File: src/rtl/simmem_release_scheduler.sv
`default_nettype none
// ============================================================================
// Module   : simmem_release_scheduler
// Purpose  : Picks one releasable bank slot at a time from two classes
//            (write responses and read data), presents it as a valid/ready
//            grant, and emits a one-cycle onehot release pulse on handshake.
//            Round-robin inside each class; class arbitration either
//            alternates (default) or always favours write responses.
// Ports    : clk_i, rst_ni                      clock / async active-low reset
//            write_resp_release_en_i [WR]       eligible write-resp slots
//            read_data_release_en_i  [RD]       eligible read-data slots
//            release_valid_o / release_ready_i  grant handshake
//            release_is_write_resp_o            granted class (1 = write-resp)
//            release_addr_o [MaxBankAddrWidth]  granted slot index
//            write_resp_address_released_onehot_o / read_data_address_released_onehot_o
//                                               release pulses (handshake cycle)
// Macro    : SIMMEM_RELEASE_FIXED_PRIO_EN -- write-resp wins every contest
//            between classes instead of alternating.
// Revision : 1.0  initial release
// ============================================================================
module simmem_release_scheduler #(
  parameter int WriteRespBankTotalCapacity = 64,
  parameter int ReadDataBankTotalCapacity  = 64
) (
  input  logic                                  clk_i,
  input  logic                                  rst_ni,
  input  logic [WriteRespBankTotalCapacity-1:0] write_resp_release_en_i,
  input  logic [ReadDataBankTotalCapacity-1:0]  read_data_release_en_i,
  output logic                                  release_valid_o,
  input  logic                                  release_ready_i,
  output logic                                  release_is_write_resp_o,
  output logic [$clog2((WriteRespBankTotalCapacity > ReadDataBankTotalCapacity) ?
                       WriteRespBankTotalCapacity : ReadDataBankTotalCapacity)-1:0]
                                                release_addr_o,
  output logic [WriteRespBankTotalCapacity-1:0] write_resp_address_released_onehot_o,
  output logic [ReadDataBankTotalCapacity-1:0]  read_data_address_released_onehot_o
);

  localparam int MaxBankAddrWidth = $clog2((WriteRespBankTotalCapacity > ReadDataBankTotalCapacity) ?
                                           WriteRespBankTotalCapacity : ReadDataBankTotalCapacity);
  localparam int c_WR_AW = $clog2(WriteRespBankTotalCapacity);
  localparam int c_RD_AW = $clog2(ReadDataBankTotalCapacity);

  localparam logic [0:0] c_ST_IDLE = 1'b0;
  localparam logic [0:0] c_ST_HOLD = 1'b1;

  logic [0:0]                  r_state;
  logic                        r_is_wr;
  logic [MaxBankAddrWidth-1:0] r_addr;
  logic [c_WR_AW-1:0]          r_wr_ptr;
  logic [c_RD_AW-1:0]          r_rd_ptr;

  logic                                  w_hs;
  logic                                  w_sel_en;
  logic [WriteRespBankTotalCapacity-1:0] w_wr_oh;
  logic [ReadDataBankTotalCapacity-1:0]  w_rd_oh;
  logic [WriteRespBankTotalCapacity-1:0] w_wr_elig;
  logic [ReadDataBankTotalCapacity-1:0]  w_rd_elig;
  logic [c_WR_AW-1:0]                    w_wr_ptr_eff;
  logic [c_RD_AW-1:0]                    w_rd_ptr_eff;
  logic [c_WR_AW-1:0]                    w_wr_scan;
  logic [c_RD_AW-1:0]                    w_rd_scan;
  logic [c_WR_AW-1:0]                    w_wr_idx;
  logic [c_RD_AW-1:0]                    w_rd_idx;
  logic                                  w_wr_found;
  logic                                  w_rd_found;
  logic                                  w_pick_wr;

`ifndef SIMMEM_RELEASE_FIXED_PRIO_EN
  // r_prio = 1 favours write-resp; r_both remembers whether the held grant
  // was chosen while both classes were competing.
  logic r_prio;
  logic r_both;
  logic w_prio_eff;
`endif

  assign w_hs     = (r_state == c_ST_HOLD) && release_ready_i;
  assign w_sel_en = (r_state == c_ST_IDLE) || w_hs;

  assign w_wr_oh = (w_hs && r_is_wr)  ? (WriteRespBankTotalCapacity'(1) << r_addr[c_WR_AW-1:0]) : '0;
  assign w_rd_oh = (w_hs && !r_is_wr) ? (ReadDataBankTotalCapacity'(1)  << r_addr[c_RD_AW-1:0]) : '0;

  assign write_resp_address_released_onehot_o = w_wr_oh;
  assign read_data_address_released_onehot_o  = w_rd_oh;

  // The slot being released this cycle still shows as eligible upstream,
  // so it is masked out of the back-to-back reselection.
  assign w_wr_elig = write_resp_release_en_i & ~w_wr_oh;
  assign w_rd_elig = read_data_release_en_i  & ~w_rd_oh;

  // Reselection in a handshake cycle must already see the advanced pointer
  // and toggled priority, hence these "effective" next-state values.
  assign w_wr_ptr_eff = (w_hs && r_is_wr)  ? (r_addr[c_WR_AW-1:0] + c_WR_AW'(1)) : r_wr_ptr;
  assign w_rd_ptr_eff = (w_hs && !r_is_wr) ? (r_addr[c_RD_AW-1:0] + c_RD_AW'(1)) : r_rd_ptr;

  // Round-robin scan: descending offset so the smallest offset from the
  // pointer is the last (winning) assignment. Wrap is free (power of two).
  always_comb begin
    w_wr_found = 1'b0;
    w_wr_idx   = '0;
    w_wr_scan  = '0;
    for (int i = WriteRespBankTotalCapacity - 1; i >= 0; i--) begin
      w_wr_scan = w_wr_ptr_eff + c_WR_AW'(i);
      if (w_wr_elig[w_wr_scan]) begin
        w_wr_found = 1'b1;
        w_wr_idx   = w_wr_scan;
      end
    end
  end

  always_comb begin
    w_rd_found = 1'b0;
    w_rd_idx   = '0;
    w_rd_scan  = '0;
    for (int i = ReadDataBankTotalCapacity - 1; i >= 0; i--) begin
      w_rd_scan = w_rd_ptr_eff + c_RD_AW'(i);
      if (w_rd_elig[w_rd_scan]) begin
        w_rd_found = 1'b1;
        w_rd_idx   = w_rd_scan;
      end
    end
  end

`ifdef SIMMEM_RELEASE_FIXED_PRIO_EN
  assign w_pick_wr = w_wr_found;
`else
  assign w_prio_eff = (w_hs && r_both) ? ~r_prio : r_prio;
  assign w_pick_wr  = w_wr_found && (!w_rd_found || w_prio_eff);
`endif

  always_ff @(posedge clk_i or negedge rst_ni) begin
    if (!rst_ni) begin
      r_state  <= c_ST_IDLE;
      r_is_wr  <= 1'b0;
      r_addr   <= '0;
      r_wr_ptr <= '0;
      r_rd_ptr <= '0;
`ifndef SIMMEM_RELEASE_FIXED_PRIO_EN
      r_prio   <= 1'b1;
      r_both   <= 1'b0;
`endif
    end else begin
      r_wr_ptr <= w_wr_ptr_eff;
      r_rd_ptr <= w_rd_ptr_eff;
`ifndef SIMMEM_RELEASE_FIXED_PRIO_EN
      r_prio   <= w_prio_eff;
`endif
      if (w_sel_en) begin
        if (w_wr_found || w_rd_found) begin
          r_state <= c_ST_HOLD;
          r_is_wr <= w_pick_wr;
          r_addr  <= w_pick_wr ? MaxBankAddrWidth'(w_wr_idx) : MaxBankAddrWidth'(w_rd_idx);
`ifndef SIMMEM_RELEASE_FIXED_PRIO_EN
          r_both  <= w_wr_found && w_rd_found;
`endif
        end else begin
          r_state <= c_ST_IDLE;
        end
      end
    end
  end

  assign release_valid_o         = (r_state == c_ST_HOLD);
  assign release_is_write_resp_o = r_is_wr;
  assign release_addr_o          = r_addr;

endmodule
`default_nettype wire

File: config.mk
export PLATFORM = sky130hd
export DESIGN_NAME = simmem_release_scheduler
export DESIGN_NICKNAME = d
export VERILOG_FILES = /design/src/rtl/simmem_release_scheduler.sv
export SDC_FILE = /design/constraint.sdc
export NUM_CORES = 1
export LEC_CHECK = 0
export ABC_AREA = 1
export CELL_PAD_IN_SITES_DETAIL_PLACEMENT = 1
export CELL_PAD_IN_SITES_GLOBAL_PLACEMENT = 2
export CORE_MARGIN = 2
export CORE_UTILIZATION = 25
export DETAILED_ROUTE_END_ITERATION = 16
export PLACE_DENSITY = 0.8
export SLEW_MARGIN = 5
export SYNTH_ARGS = -nofsm -noshare
export SYNTH_HDL_FRONTEND = slang
export SYNTH_SLANG_ARGS = --single-unit
export TNS_END_PERCENT = 10
File: constraint.sdc
create_clock -name clk_i -period 25 [get_ports clk_i]
set_input_delay 7.5 -clock clk_i [delete_from_list [all_inputs] [get_ports clk_i]]
set_output_delay 7.5 -clock clk_i [all_outputs]
set_load 0.03 [all_outputs]
==> results.py <==
metrics = {
    "run_status": {
        "outcome": "complete, no violations",
    },
    "cts": {
        "root_buffer": "clkbuf_16",
        "cts_sinks": 22,
        "clock_latency_ns": 0.26,
        "cts_max_level": 1,
        "cts_resized": 0,
        "clk_path_buf_depth": 2,
        "post_cts_buffers": 0,
        "cts_hold_buffers": 0,
        "cts.clk_slew.worst_paths_ns": 0.06,
        "tritoncts": "built",
        "cts_made_buffers": 3,
    },
    "die": {
        "die_area_um2": 90900,
        "die_w_um": 302,
        "initial_core_util_pct": 25.1,
        "io_pins": 267,
        "core-area_um2": 88100,
        "rows": 109,
        "die_h_um": 302,
    },
    "sta": {
        "period_share_pct": 70.8,
        "max_slew.worst_pin.slew_ns": 1.28,
        "finalSetupViolCount": 0,
        "fmax_mhz": 56.5,
        "finalHoldViolCount": 0,
        "fin_skew_ns": 0.00160,
        "period_needed_ns": 17.71,
        "relSlewSlack_pct": 14.5,
        "slew_viol_final": 0,
        "fin_setup_tns_ns": 0,
        "rsz0062_at_grt": "false",
    },
    "layout": {
        "synthToLayoutAreaGrowth_pct": 16.6,
        "drive_above_1_share_pct": 3.48,
        "final_area_um2": 25800,
        "layout.nets": 4947,
        "fillers": 12407,
        "layout_commonest_cell": "nand2_1",
        "final_cell_mix": "nand2_1, nand3_1, a21oi_1",
    },
    "synth": {
        "synth_area_per_cell_um2": 4.70,
        "async_flop_share_pct": 100,
        "synthesis.area_um2": 22100,
        "synth.distinct_cells": 47,
        "synth_top_area_share_pct": 27.4,
        "yosysSeqAreaShare_pct": 2.49,
        "ys_ff_latch": 22,
        "syn_nets": 4876,
        "synth_edf_count": 0,
        "synth_flop_cell": "dfrtp_1",
        "ys_warn_count": 0,
        "yosysTopAreaCell": "nand2_1",
        "synthTopCellsByArea": "nand2_1, nand3_1, a21oi_1, inv_1, o21ai_0",
        "synthCells": 4705,
    },
    "setup_path": {
        "worstSetupStartpointType": "input port",
        "reg2regPathDepth": 89,
        "path_class": "input port to output port",
        "rr_startpoint": "release_addr_o[2]",
        "r2r_end": "release_addr_o[4]",
        "crit_required_ns": 17.50,
        "crit_path_max_fanout": 68,
        "rrSetupSlack_ns": 14.50,
        "cp_data_arrival_time_ns": 10.21,
        "cp-end-kind": "output port",
    },
    "routing": {
        "dr.first_iter.drc_count": 3883,
        "routed_via_density": 5.70,
        "vias": 33890,
        "ant_nets": 0,
        "wire_per_inst_um": 25.2,
        "routed_wl_um": 150000,
        "drt_pass1_iterations": 5,
        "drc": 0,
    },
    "global_route": {
        "grt_pass1_wl_um": 215000,
        "grt-ovfl-total": 0,
        "antenna_found_initial": 9,
        "grt_max_degree": 100,
        "grt_pass1_vias": 31802,
        "grt_usage_pct": 31.6,
    },
    "placement": {
        "dpl.hpwl_um": 120000,
        "port_buffers": 266,
        "placed_area_um2": 25700,
        "routabilityCongestion": 1.04,
    },
    "min_path": {
        "hold_start": "r_both",
        "whs_path_depth": 2,
        "min_to": "r_both",
        "holdCritPathClass": "flop to flop",
    },
    "flow_run": {
        "max-cap-violations": 0,
    },
}
[layer usage]
layer | routed length (um) | part of all wire (%) | track usage (%)
met5 | 13 | 0.0087 | 0
met4 | 6410 | 4.3 | 12.0
met3 | 12300 | 8.2 | 4.68
met2 | 67100 | 45 | 51.5
met1 | 64000 | 43 | 42.0
[synth_stat cells, types with 4 or more instances]
cell type / n
buf_1: 17
or2_2: 25
clkbuf_1: 169
o211ai_1: 38
or2_1: 4
o21ai_0: 205
clkinv_1: 5
nand3_1: 976
nor2_1: 199
xor2_1: 47
nand4_1: 26
nor3_1: 17
o21ai_1: 48
buf_2: 73
o21ai_2: 8
xor2_2: 9
nand2_1: 1614
inv_1: 449
xnor2_1: 44
a31oi_1: 16
mux2i_1: 8
and2_1: 4
ha_1: 40
nand2_2: 4
inv_2: 24
a21oi_1: 533
nor4_1: 28
o21a_1: 10
buf_4: 16
o31ai_1: 5
dfrtp_1: 21
[worst max-delay path by stage]
stage / start / end / slack, ns / depth (start not counted)
after floorplan: release_ready_i / write_resp_address_released_onehot_o[43] / 8.70 / 3
after global placement: release_ready_i / read_data_address_released_onehot_o[50] / 7.37 / 7
after detailed placement: release_ready_i / write_resp_address_released_onehot_o[43] / 7.38 / 5
after CTS: release_ready_i / read_data_address_released_onehot_o[50] / 7.35 / 7
after global routing: release_ready_i / release_addr_o[4] / 6.74 / 94
final: release_ready_i / read_data_address_released_onehot_o[50] / 7.29 / 7
[area by class of cell]
type / count / area (um2) / share of cell area [%]
multi-input cells: 3927 / 18600 / 72.2
repair buffers: 344 / 3250 / 12.6
inverters: 478 / 1790 / 6.96
well taps: 1165 / 1460 / 5.65
flip-flops and latches: 22 / 553 / 2.14
clock buffers: 3 / 75.1 / 0.291
clock inverters: 1 / 30.0 / 0.116
diodes: 6 / 15.0 / 0.0582
[critical path: stages]
cell and delay (ns):
clkdlybuf4s50_1 0.66, nand2_1 0.15, nor2_4 0.12, buf_4 0.58, nand4_1 0.28, inv_1 0.14
clkdlybuf4s50_1 0.73
[state kept, by name, indices dropped and copies added (netlist names)]
name	cells
r_prio	1
release_is_write_resp_o	1
release_valid_o	1
release_addr_o	6
r_both	1
r_wr_ptr	6
r_rd_ptr	6
[cell families (layout without fill, tap and decap cells)]
family          after synthesis  in the layout  share of synthesized area, %
simple gates               2900           2900                          55.9
compound gates              878            878                          21.0
fa+ha+maj                    40             40                          2.26
buf+inv                     756            826                          13.6
mux                           8              8                         0.362
other cells                   0              6                             0
xor+xnor                    101            101                          4.34
flops                        22             22                          2.49
[through the flow]
stage	hold WS, ns	setup slack (ns)	utilization [%]	std cells
after floorplan	0.442	8.70	-	4705
after global placement	0.460	7.37	29.1	5936
after detailed placement	0.463	7.38	29.1	5936
after CTS	0.478	7.35	29.3	5940
after global routing	0.532	6.74	29.3	5945
final	0.476	7.29	29.3	5946
Power is left out: the tool's default activity adds up to more than one toggle a clock period on the data nets, which glitch-free logic cannot reach.
